===== config.mk =====
export PLATFORM = sky130hd
export DESIGN_NAME = membus_arbiter
export DESIGN_NICKNAME = d
export VERILOG_FILES = /design/src/rtl/membus_arbiter.sv
export SDC_FILE = /design/constraint.sdc
export NUM_CORES = 1
export LEC_CHECK = 0
export BUFFER_PORTS_ARGS = -buffer_cell sky130_fd_sc_hd__buf_2
export CELL_PAD_IN_SITES_DETAIL_PLACEMENT = 0
export CELL_PAD_IN_SITES_GLOBAL_PLACEMENT = 1
export CORE_MARGIN = 3
export CORE_UTILIZATION = 34
export DETAILED_ROUTE_END_ITERATION = 10
export GPL_ROUTABILITY_DRIVEN = 0
export PLACE_DENSITY = 0.82
export SETUP_SLACK_MARGIN = 0.4
export SYNTH_ARGS = -nofsm -noshare
export SYNTH_HDL_FRONTEND = slang
export SYNTH_SLANG_ARGS = --single-unit

===== constraint.sdc =====
create_clock -name clk -period 2.1 [get_ports clk]
set_input_delay 0.42 -clock clk [delete_from_list [all_inputs] [get_ports clk]]
set_output_delay 0.42 -clock clk [all_outputs]
set_load 0.02 [all_outputs]

===== src/rtl/membus_arbiter.sv =====
// membus_arbiter: single-port RAM arbiter between instruction fetch and the
// data (mem stage) port. Requests are serialised onto one RAM bus with a
// fixed latency. Each requester sees a stall request until its access
// reaches the response cycle.
//
// Parameters:
//   RAM_LATENCY  cycles from ram_ce high to valid ram_rdata (legal 1..15)
//
// Optional feature, selected by the ARB_IBUF_EN macro:
//   defined   -> one-entry instruction buffer; a repeat fetch of the buffered
//                address is answered combinationally without a RAM access
//   undefined -> every fetch goes through the RAM
//
// Ports:
//   clk, rst                      clock, synchronous active-high reset
//   if_en/if_addr                 fetch request and word-aligned address
//   if_data, stallreq_from_if     fetched instruction, fetch stall request
//   mem_en/we/sel/addr/wdata      data request fields
//   mem_rdata, stallreq_from_mem  read data, data stall request
//   ram_ce/we/sel/addr/wdata      RAM command bus
//   ram_rdata                     RAM read data
module membus_arbiter #(
  parameter int unsigned RAM_LATENCY = 1
) (
  input  logic        clk,
  input  logic        rst,
  input  logic        if_en,
  input  logic [31:0] if_addr,
  output logic [31:0] if_data,
  output logic        stallreq_from_if,
  input  logic        mem_en,
  input  logic        mem_we,
  input  logic [3:0]  mem_sel,
  input  logic [31:0] mem_addr,
  input  logic [31:0] mem_wdata,
  output logic [31:0] mem_rdata,
  output logic        stallreq_from_mem,
  output logic        ram_ce,
  output logic        ram_we,
  output logic [3:0]  ram_sel,
  output logic [31:0] ram_addr,
  output logic [31:0] ram_wdata,
  input  logic [31:0] ram_rdata
);

  localparam int unsigned AW = 32;
  localparam int unsigned DW = 32;
  localparam int unsigned SW = 4;
  localparam int unsigned CW = 4;

  typedef enum logic [1:0] {IDLE, BUSY, RESP} state_e;
  typedef enum logic {OWN_IF, OWN_MEM} owner_e;

  state_e          state_q, state_d;
  owner_e          owner_q, owner_d;
  logic            we_q, we_d;
  logic [SW-1:0]   sel_q, sel_d;
  logic [AW-1:0]   addr_q, addr_d;
  logic [DW-1:0]   wdata_q, wdata_d;
  logic [CW-1:0]   cnt_q, cnt_d;
  logic            ram_ce_q, ram_ce_d;
  logic            ram_we_q, ram_we_d;
  logic [DW-1:0]   if_data_q, if_data_d;
  logic [DW-1:0]   mem_rdata_q, mem_rdata_d;
  logic            capture;

  logic            ibuf_hit;
  logic [DW-1:0]   ibuf_rdata;

`ifdef ARB_IBUF_EN
  logic            ibuf_valid_q;
  logic [AW-1:0]   ibuf_tag_q;
  logic [DW-1:0]   ibuf_data_q;
  logic            ibuf_clr;

  assign ibuf_hit   = !rst && if_en && ibuf_valid_q && (if_addr == ibuf_tag_q);
  assign ibuf_rdata = ibuf_data_q;
  // A granted data write may alias the buffered instruction, so drop it.
  assign ibuf_clr   = (state_q == IDLE) && mem_en && mem_we;

  // Instruction buffer: filled by each completed fetch, cleared by writes.
  always_ff @(posedge clk) begin
    if (rst) begin
      ibuf_valid_q <= 1'b0;
      ibuf_tag_q   <= '0;
      ibuf_data_q  <= '0;
    end else if (ibuf_clr) begin
      ibuf_valid_q <= 1'b0;
    end else if (capture && (owner_q == OWN_IF)) begin
      ibuf_valid_q <= 1'b1;
      ibuf_tag_q   <= addr_q;
      ibuf_data_q  <= ram_rdata;
    end
  end
`else
  assign ibuf_hit   = 1'b0;
  assign ibuf_rdata = '0;
`endif

  // Next-state, latched request fields and response capture.
  always_comb begin
    state_d     = state_q;
    owner_d     = owner_q;
    we_d        = we_q;
    sel_d       = sel_q;
    addr_d      = addr_q;
    wdata_d     = wdata_q;
    cnt_d       = cnt_q;
    if_data_d   = if_data_q;
    mem_rdata_d = mem_rdata_q;
    capture     = 1'b0;

    case (state_q)
      IDLE: begin
        // Data wins ties: the mem stage holds the older instruction.
        if (mem_en) begin
          owner_d = OWN_MEM;
          we_d    = mem_we;
          sel_d   = mem_sel;
          addr_d  = mem_addr;
          wdata_d = mem_wdata;
          cnt_d   = CW'(RAM_LATENCY);
          state_d = BUSY;
        end else if (if_en && !ibuf_hit) begin
          owner_d = OWN_IF;
          we_d    = 1'b0;
          sel_d   = {SW{1'b1}};
          addr_d  = if_addr;
          wdata_d = '0;
          cnt_d   = CW'(RAM_LATENCY);
          state_d = BUSY;
        end
      end
      BUSY: begin
        cnt_d = cnt_q - CW'(1);
        if (cnt_q == CW'(1)) begin
          capture = 1'b1;
          state_d = RESP;
        end
      end
      RESP: begin
        state_d = IDLE;
      end
      default: begin
        state_d = IDLE;
      end
    endcase

    // Output registers double as the response register; a write returns 0.
    if (capture) begin
      if (owner_q == OWN_IF) begin
        if_data_d = ram_rdata;
      end else begin
        mem_rdata_d = we_q ? '0 : ram_rdata;
      end
    end
  end

  // RAM strobes are registered so they are high exactly for the BUSY cycles.
  assign ram_ce_d = (state_d == BUSY);
  assign ram_we_d = (state_d == BUSY) && we_d;

  // State and output registers.
  always_ff @(posedge clk) begin
    if (rst) begin
      state_q     <= IDLE;
      owner_q     <= OWN_IF;
      we_q        <= 1'b0;
      sel_q       <= '0;
      addr_q      <= '0;
      wdata_q     <= '0;
      cnt_q       <= '0;
      ram_ce_q    <= 1'b0;
      ram_we_q    <= 1'b0;
      if_data_q   <= '0;
      mem_rdata_q <= '0;
    end else begin
      state_q     <= state_d;
      owner_q     <= owner_d;
      we_q        <= we_d;
      sel_q       <= sel_d;
      addr_q      <= addr_d;
      wdata_q     <= wdata_d;
      cnt_q       <= cnt_d;
      ram_ce_q    <= ram_ce_d;
      ram_we_q    <= ram_we_d;
      if_data_q   <= if_data_d;
      mem_rdata_q <= mem_rdata_d;
    end
  end

  assign ram_ce    = ram_ce_q;
  assign ram_we    = ram_we_q;
  assign ram_sel   = sel_q;
  assign ram_addr  = addr_q;
  assign ram_wdata = wdata_q;

  assign if_data   = ibuf_hit ? ibuf_rdata : if_data_q;
  assign mem_rdata = mem_rdata_q;

  // Stall until the requester's own response cycle; quiet during reset.
  assign stallreq_from_if  = !rst && if_en && !ibuf_hit &&
                             !((state_q == RESP) && (owner_q == OWN_IF));
  assign stallreq_from_mem = !rst && mem_en &&
                             !((state_q == RESP) && (owner_q == OWN_MEM));

endmodule


==> results by group, run 1 <==
Die
  – Core Box Area: 0.0168 mm²
  – IO Count: 273
  – Die width: 138 µm
  – Std cell rows: 47
  – Die area: 0.0190 mm²
  – Die height: 138 µm
  – Starting Density: 0.352

Worst setup path
  – Crit end category: output pin
  – Worst Setup Path Type: flip-flop to output pin
  – WP data arrival: 1.22 ns
  – Worst Path Required: 1.68 ns
  – Max stage delay on crit path: 0.35 ns
  – Crit-path slowest cell: dfxtp_4
  – CP max FO: 4
  – CP Launch Type: flip-flop
  – Critical path, cell by cell: nand3b_1, and3_4, buf_6

Global routing
  – Pin count of the biggest net entering global routing: 75
  – Global-route wire length before repair: 28200 µm
  – Initial antenna violation count: 0
  – Total gr overflow: 0
  – Vias in the first global route: 5353
  – Total GRT Usage: 0.188

Timing
  – Final hold vios: 0
  – Part of the cycle the worst path needs: 0.780
  – RSZ-0062 raised after global routing: true
  – Final setup vio count: 0
  – Worst Skew: 0.0101 ns
  – Setup_tns: 0 ns
  – Relative slew slack: 0.443
  – Final WS setup: 0.463 ns
  – Tmin final: 1.64 ns
  – Highest clock rate: 611 MHz
  – Max-slew violations: 0
  – Worst Max-Slew Pin Slew: 0.835 ns

Power and ir drop
  – Logic pwr share: 0.191
  – Clk pwr share: 0.406
  – Sw frac: 0.295
  – PwrDens: 916 mW/mm²
  – Leak pwr: 3.61 nW
  – VDD IR max: 0.546 mV
  – Switch Pwr: 2.20 mW
  – Cell Int Power: 5.26 mW
  – Sequential share of power: 0.403

Clock tree
  – Num CTS Buffers: 17
  – Later-pin clock latency in the skew report: 0.41 ns
  – CTS Root Cell: clkbuf_16
  – H-tree depth: 4
  – Clock buffer depth: 2
  – CTS Hold Bufs: 0
  – CTS tree: yes
  – # clock sinks: 142
  – Reg clk slew, reported paths: 0.06 ns

Placed design
  – I/O Buffers: 272
  – Post-DP HPWL: 12200 µm
  – Pre-CTS WS: 0.399 ns

Synthesis
  – Post-synth EDFFs: 0
  – Synth cell types: 41
  – Mapped Area: 0.00592 mm²
  – Cells after synthesis: 647
  – Synth Register Bits: 142
  – Top post-synthesis cells by area: dfxtp_1 48%, mux2i_1 11%, a21oi_1 8.5%, nand2_1 6.3%, o21ai_0 5.1%
  – Share of the synthesized area in the top cell type: 0.480
  – Sequential fraction of the synthesis area: 0.480
  – Count leader, synth: dfxtp_1
  – Synth Flop Type: dfxtp_1
  – Post-synthesis async set-or-reset flop share: 0
  – Syn Area/Cell: 9.15 µm²
  – Cell taking the most area after synthesis: dfxtp_1
  – Syn Nets: 786
  – Top cells by count, synth: 142 x dfxtp_1, 101 x a21oi_1, 99 x nand2_1, 64 x mux2i_1, 60 x o21ai_0
  – Synth Warn #: 0

Outcome
  – Status: completed

Route
  – Via/cell ratio: 4.98
  – DRT Pass-1 Iters: 5
  – WL/cell: 16.6 µm
  – Via count: 5612
  – First-iteration detailed-routing DRC count: 284
  – Final WL: 18700 µm
  – Final ANT Viol Nets: 0
  – DRC errors left: 0

Hold path
  – Hold Crit Class: primary input to flip-flop

Finish
  – Final net count: 1034
  – Ratio of cells with drive above 1 in the final layout: 0.379
  – Inserted Diodes: 0
  – Layout area overhead: 37.5%

Flow run
  – Max-Cap Viols: 0
==> per-layer routing <==
metal / track usage / part of all wire
met5: 0 / 0
met2: 0.311 / 0.48
met1: 0.237 / 0.43
met3: 0.0591 / 0.077
met4: 0.0505 / 0.0092
==> placed cells by master, fill, tap and decap left out, types with 2 or more instances in the layout <==
cell        instances
a211oi_1           32
a21oi_1           101
a31oi_1             2
buf_12              5
buf_2             269
buf_4              17
bufinv_16           2
clkbuf_1            2
clkbuf_16          19
clkbuf_8            2
clkinv_4            2
clkinvlp_4          3
dfxtp_1           139
dfxtp_4             3
inv_1               3
inv_6               3
mux2i_1            64
nand2_1            99
nand2b_1            4
nand3b_1            2
nand4b_1           32
nor2_4              2
nor3_1              2
o211ai_1            3
o21ai_0            60
o21ai_1             8
o221a_2             4
or3_1               2
==> cell families after synthesis <==
| group | count (synthesis) | share of synthesized area |
|---|---|---|
| AO/OA/AOI/OAI | 211 | 0.198 |
| multiplexers | 64 | 0.108 |
| adder cells (fa/ha/maj) | 2 | 0.00423 |
| buffers and inverters | 70 | 0.0596 |
| AND/OR/NAND/NOR | 157 | 0.148 |
| XOR/XNOR | 1 | 0.00148 |
| flip-flops | 142 | 0.480 |
==> registers in the layout (all words and copies together) (netlist names) <==
| signal | cells |
|---|---|
| ram_ce | 1 |
| cnt_q | 4 |
| ram_sel | 4 |
| if_data | 32 |
| ram_wdata | 32 |
| state_q | 2 |
| owner_q | 1 |
| ram_we | 1 |
| mem_rdata | 32 |
| we_q | 1 |
| ram_addr | 32 |
==> repair_timing <==
action,in CTS,in global routing
setup endpoints to repair,2,39
gates cloned,0,3
buffers inserted,3,1
resized for setup,8,3
pin swaps,0,2
==> power groups by stage <==
stage | logic [mW] | registers, mW | clock network (mW)
floorplan | 0.670 | 3.26 | 0
global placement | 1.38 | 3.06 | 0
detailed placement | 1.39 | 3.07 | 0
CTS | 1.41 | 3.00 | 3.11
global route | 1.56 | 3.03 | 3.21
finish | 1.42 | 3.00 | 3.03
==> per-stage QoR <==
step                      instances  hold WS [ns]   util  power (mW)  cell area (µm²)
final                          1128         0.248  0.484        7.45             8140
after global routing           1128         0.231  0.484        7.80             8140
after CTS                      1124         0.220  0.478        7.51             8050
after detailed placement       1089         0.448  0.441        4.45             7410
after global placement         1089         0.440  0.441        4.44             7410
after floorplan                 647         0.478      -        3.93             5920
==> worst paths after layout <==
kind,slack (ns),end,from,cells past startpoint
worst min register to register,0.45,if_data[21],if_data[21],2
worst min-delay path,0.25,ram_wdata[23],mem_wdata[23],3
worst max-delay path,0.46,stallreq_from_mem,state_q[0],3
worst max register to register,0.48,ram_addr[27],state_q[1],4
==> critical path, delay by kind of cell (launching register included) <==
kind / cells / cell delay, ns
flip-flops: 1 / 0.35
AND/OR/NAND/NOR: 2 / 0.33
buffers and inverters: 1 / 0.13
==> final cells by class <==
cell class                 instances  area [µm²]
fill                            1675        8680
sequential                       142        2850
multi-input combinational        436        2770
timing repair buffer             294        1640
clock buffer                      21         460
tap                              220         275
clock inverter                    11         131
inverter                           4        15.0
Power figures use the tool's default switching activity.
==> inputs of run 2 (changes only) <==
- CORE_UTILIZATION: 34 -> 30
- PLACE_DENSITY: 0.82 -> 0.76
- clock period: 2.1 -> 1.5 ns (I/O delays scaled with it)
==> results by group, run 2 (same netlist as run 1, synthesis figures left out) <==
Outcome
  – Status: finished with violations
  – Failing checks: setup timing

Route
  – Via count: 6321 (+13%)
  – Via/cell ratio: 4.95 (-0.43%)
  – DRT Pass-1 Iters: 4 (-1)
  – Final ANT Viol Nets: 0 (unchanged)
  – Final WL: 22700 µm (+21%)
  – WL/cell: 17.8 µm (+7.3%)
  – DRC errors left: 0 (unchanged)
  – First-iteration detailed-routing DRC count: 184 (-35%)

Clock tree
  – CTS tree: yes
  – Num CTS Buffers: 17 (unchanged)
  – Clock buffer depth: 2 (unchanged)
  – H-tree depth: 4 (unchanged)
  – CTS Root Cell: clkbuf_16
  – Reg clk slew, reported paths: 0.07 ns (about the same)
  – Later-pin clock latency in the skew report: 0.41 ns (about the same)
  – # clock sinks: 142 (unchanged)
  – CTS Hold Bufs: 0 (unchanged)

Finish
  – Multi-input logic area: 0.00343 mm² (+24%)
  – Inserted Diodes: 0 (unchanged)
  – Most frequent cells in the layout: 152 x buf_6, 137 x dfxtp_2, 135 x buf_2, 86 x nand2_1, 71 x buf_4
  – Commonest non-fill, non-tap cell in the layout: buf_6
  – Design area: 0.0113 mm² (+39%)
  – Final net count: 1143 (+11%)
  – Layout area overhead: 91.5%
  – Filler instances: 1589 (-5.1%)
  – Ratio of cells with drive above 1 in the final layout: 0.705 (+0.326)
  – Register area: 0.00302 mm² (+5.9%)

Timing
  – Relative slew slack: 0.641 (+0.197)
  – RSZ-0062 raised after global routing: true
  – Highest clock rate: 620 MHz
  – Final WS setup: -0.114 ns (-0.576 ns)
  – Final hold vios: 0 (unchanged)
  – Setup_tns: -2.53 ns (-2.53 ns)
  – Final setup vio count: 73 (+73)
  – Worst Skew: 0.0105 ns (+0.000371 ns)
  – Max-slew violations: 0 (unchanged)
  – Part of the cycle the worst path needs: 1.08
  – Tmin final: 1.61 ns
  – Worst Max-Slew Pin Slew: 0.539 ns (-0.296 ns)

Worst setup path
  – CP max FO: 5 (+1)
  – Critical path, cell by cell: buf_6, nand3b_1, and3_4, buf_6
  – WP data arrival: 1.31 ns (+0.09 ns)
  – Crit end category: output pin
  – Worst Path Required: 1.20 ns (-0.48 ns)
  – CP startpoint: state_q[0]
  – RR Startpoint: state_q[0]
  – CP Launch Type: flip-flop
  – Max stage delay on crit path: 0.32 ns (-0.03 ns)
  – Crit-path slowest cell: dfxtp_2
  – Critical path's most frequent cell: buf_6
  – Worst Setup Path Type: flip-flop to output pin

Global routing
  – Pin count of the biggest net entering global routing: 65 (-13%)
  – Global-route wire length before repair: 33300 µm (+18%)
  – Initial antenna violation count: 0 (unchanged)
  – Total gr overflow: 0 (unchanged)
  – Total GRT Usage: 0.190 (+0.00229)
  – Vias in the first global route: 6205 (+16%)

Hold path
  – Hold Crit Class: primary input to flip-flop
  – Hold path start: mem_wdata[24]

Die
  – Starting Density: 0.311 (-0.0407)
  – Die area: 0.0214 mm² (+13%)
  – Core Box Area: 0.0190 mm² (+13%)
  – Die width: 146 µm (+6.2%)
  – Std cell rows: 50 (+6.4%)
  – IO Count: 273 (unchanged)
  – Die height: 146 µm (+6.2%)

Power and ir drop
  – Switch Pwr: 3.64 mW (+66%)
  – Cell Int Power: 8.62 mW (+64%)
  – Sequential share of power: 0.353 (-0.050)
  – Clk pwr share: 0.339 (-0.067)
  – PwrDens: 1080 mW/mm² (+18%)
  – Leak pwr: 4.71 nW (+30%)
  – Sw frac: 0.297 (+0.00226)
  – VDD IR max: 0.804 mV (+47%)
  – Logic pwr share: 0.308 (+0.117)

Flow run
  – Max-Cap Viols: 0 (unchanged)

Placed design
  – Placed Instance Area: 0.00788 mm² (+6.3%)
  – Post-DP HPWL: 12800 µm (+5.0%)
  – I/O Buffers: 272 (unchanged)
run 2: cell count changes in the layout (fill, tap and decap cells not counted), moves of 33 or more:
cell     previous run  this run
buf_4              17        71
buf_2             269       135
dfxtp_1           139         3
o21ai_0            60        17
dfxtp_2             0       137
buf_6               1       152
a21oi_2             0        33
a21oi_1           101        64
run 2: worst paths after layout:
check,end,slack [ns],depth (start not counted)
setup / recovery,stallreq_from_mem,-0.11,4
hold / removal,ram_wdata[24],0.12,3
setup reg to reg,ram_wdata[2],-0.09,8
hold reg to reg,ram_wdata[30],0.46,2
run 2: what timing repair did:
item | in CTS | in global routing
setup buffers | 45 | 36
endpoints found under the setup margin | 278 | 278
cloned | 13 | 7
pin swaps | 16 | 46
gates resized for setup | 484 | 104
run 2: routing by layer:
metal  track usage  up-vias  part of all wire
li1              -     3045                 -
met1         0.231     3054              0.43
met2         0.324      194              0.50
met3        0.0571       28             0.057
met4        0.0583        0             0.017
met5             0        -                 0
run 2: layout make-up:
cell class	count	share of cell area
multi-input cells	435	0.303
clock buffers	20	0.0403
inverters	4	0.00199
well taps	260	0.0287
clock inverters	11	0.0104
flip-flops and latches	142	0.267
repair buffers	404	0.349
run 2: power groups by stage:
stage | registers, mW | logic [mW] | clock network [mW]
floorplan | 4.57 | 1.15 | 0
global placement | 4.27 | 2.23 | 0
detailed placement | 4.27 | 2.24 | 0
CTS | 4.31 | 3.25 | 4.25
global route | 4.36 | 3.98 | 4.42
finish | 4.32 | 3.77 | 4.15
run 2: through the flow:
stage / hold slack, ns / setup WS [ns] / power (mW) / util / instances
after CTS: 0.0946 / -0.136 / 11.8 / 0.550 / 1233
after global routing: 0.104 / -0.180 / 12.8 / 0.596 / 1276
final: 0.116 / -0.114 / 12.3 / 0.596 / 1276
after floorplan: 0.440 / 0.128 / 5.72 / - / 647
after global placement: 0.441 / 0.124 / 6.50 / 0.414 / 1144
after detailed placement: 0.443 / 0.0810 / 6.51 / 0.414 / 1144
run 2: critical path, delay by kind of cell (launching register included):
kind	cells	cell delay, ns
buf+inv	2	0.25
simple gates	2	0.34
flops	1	0.32
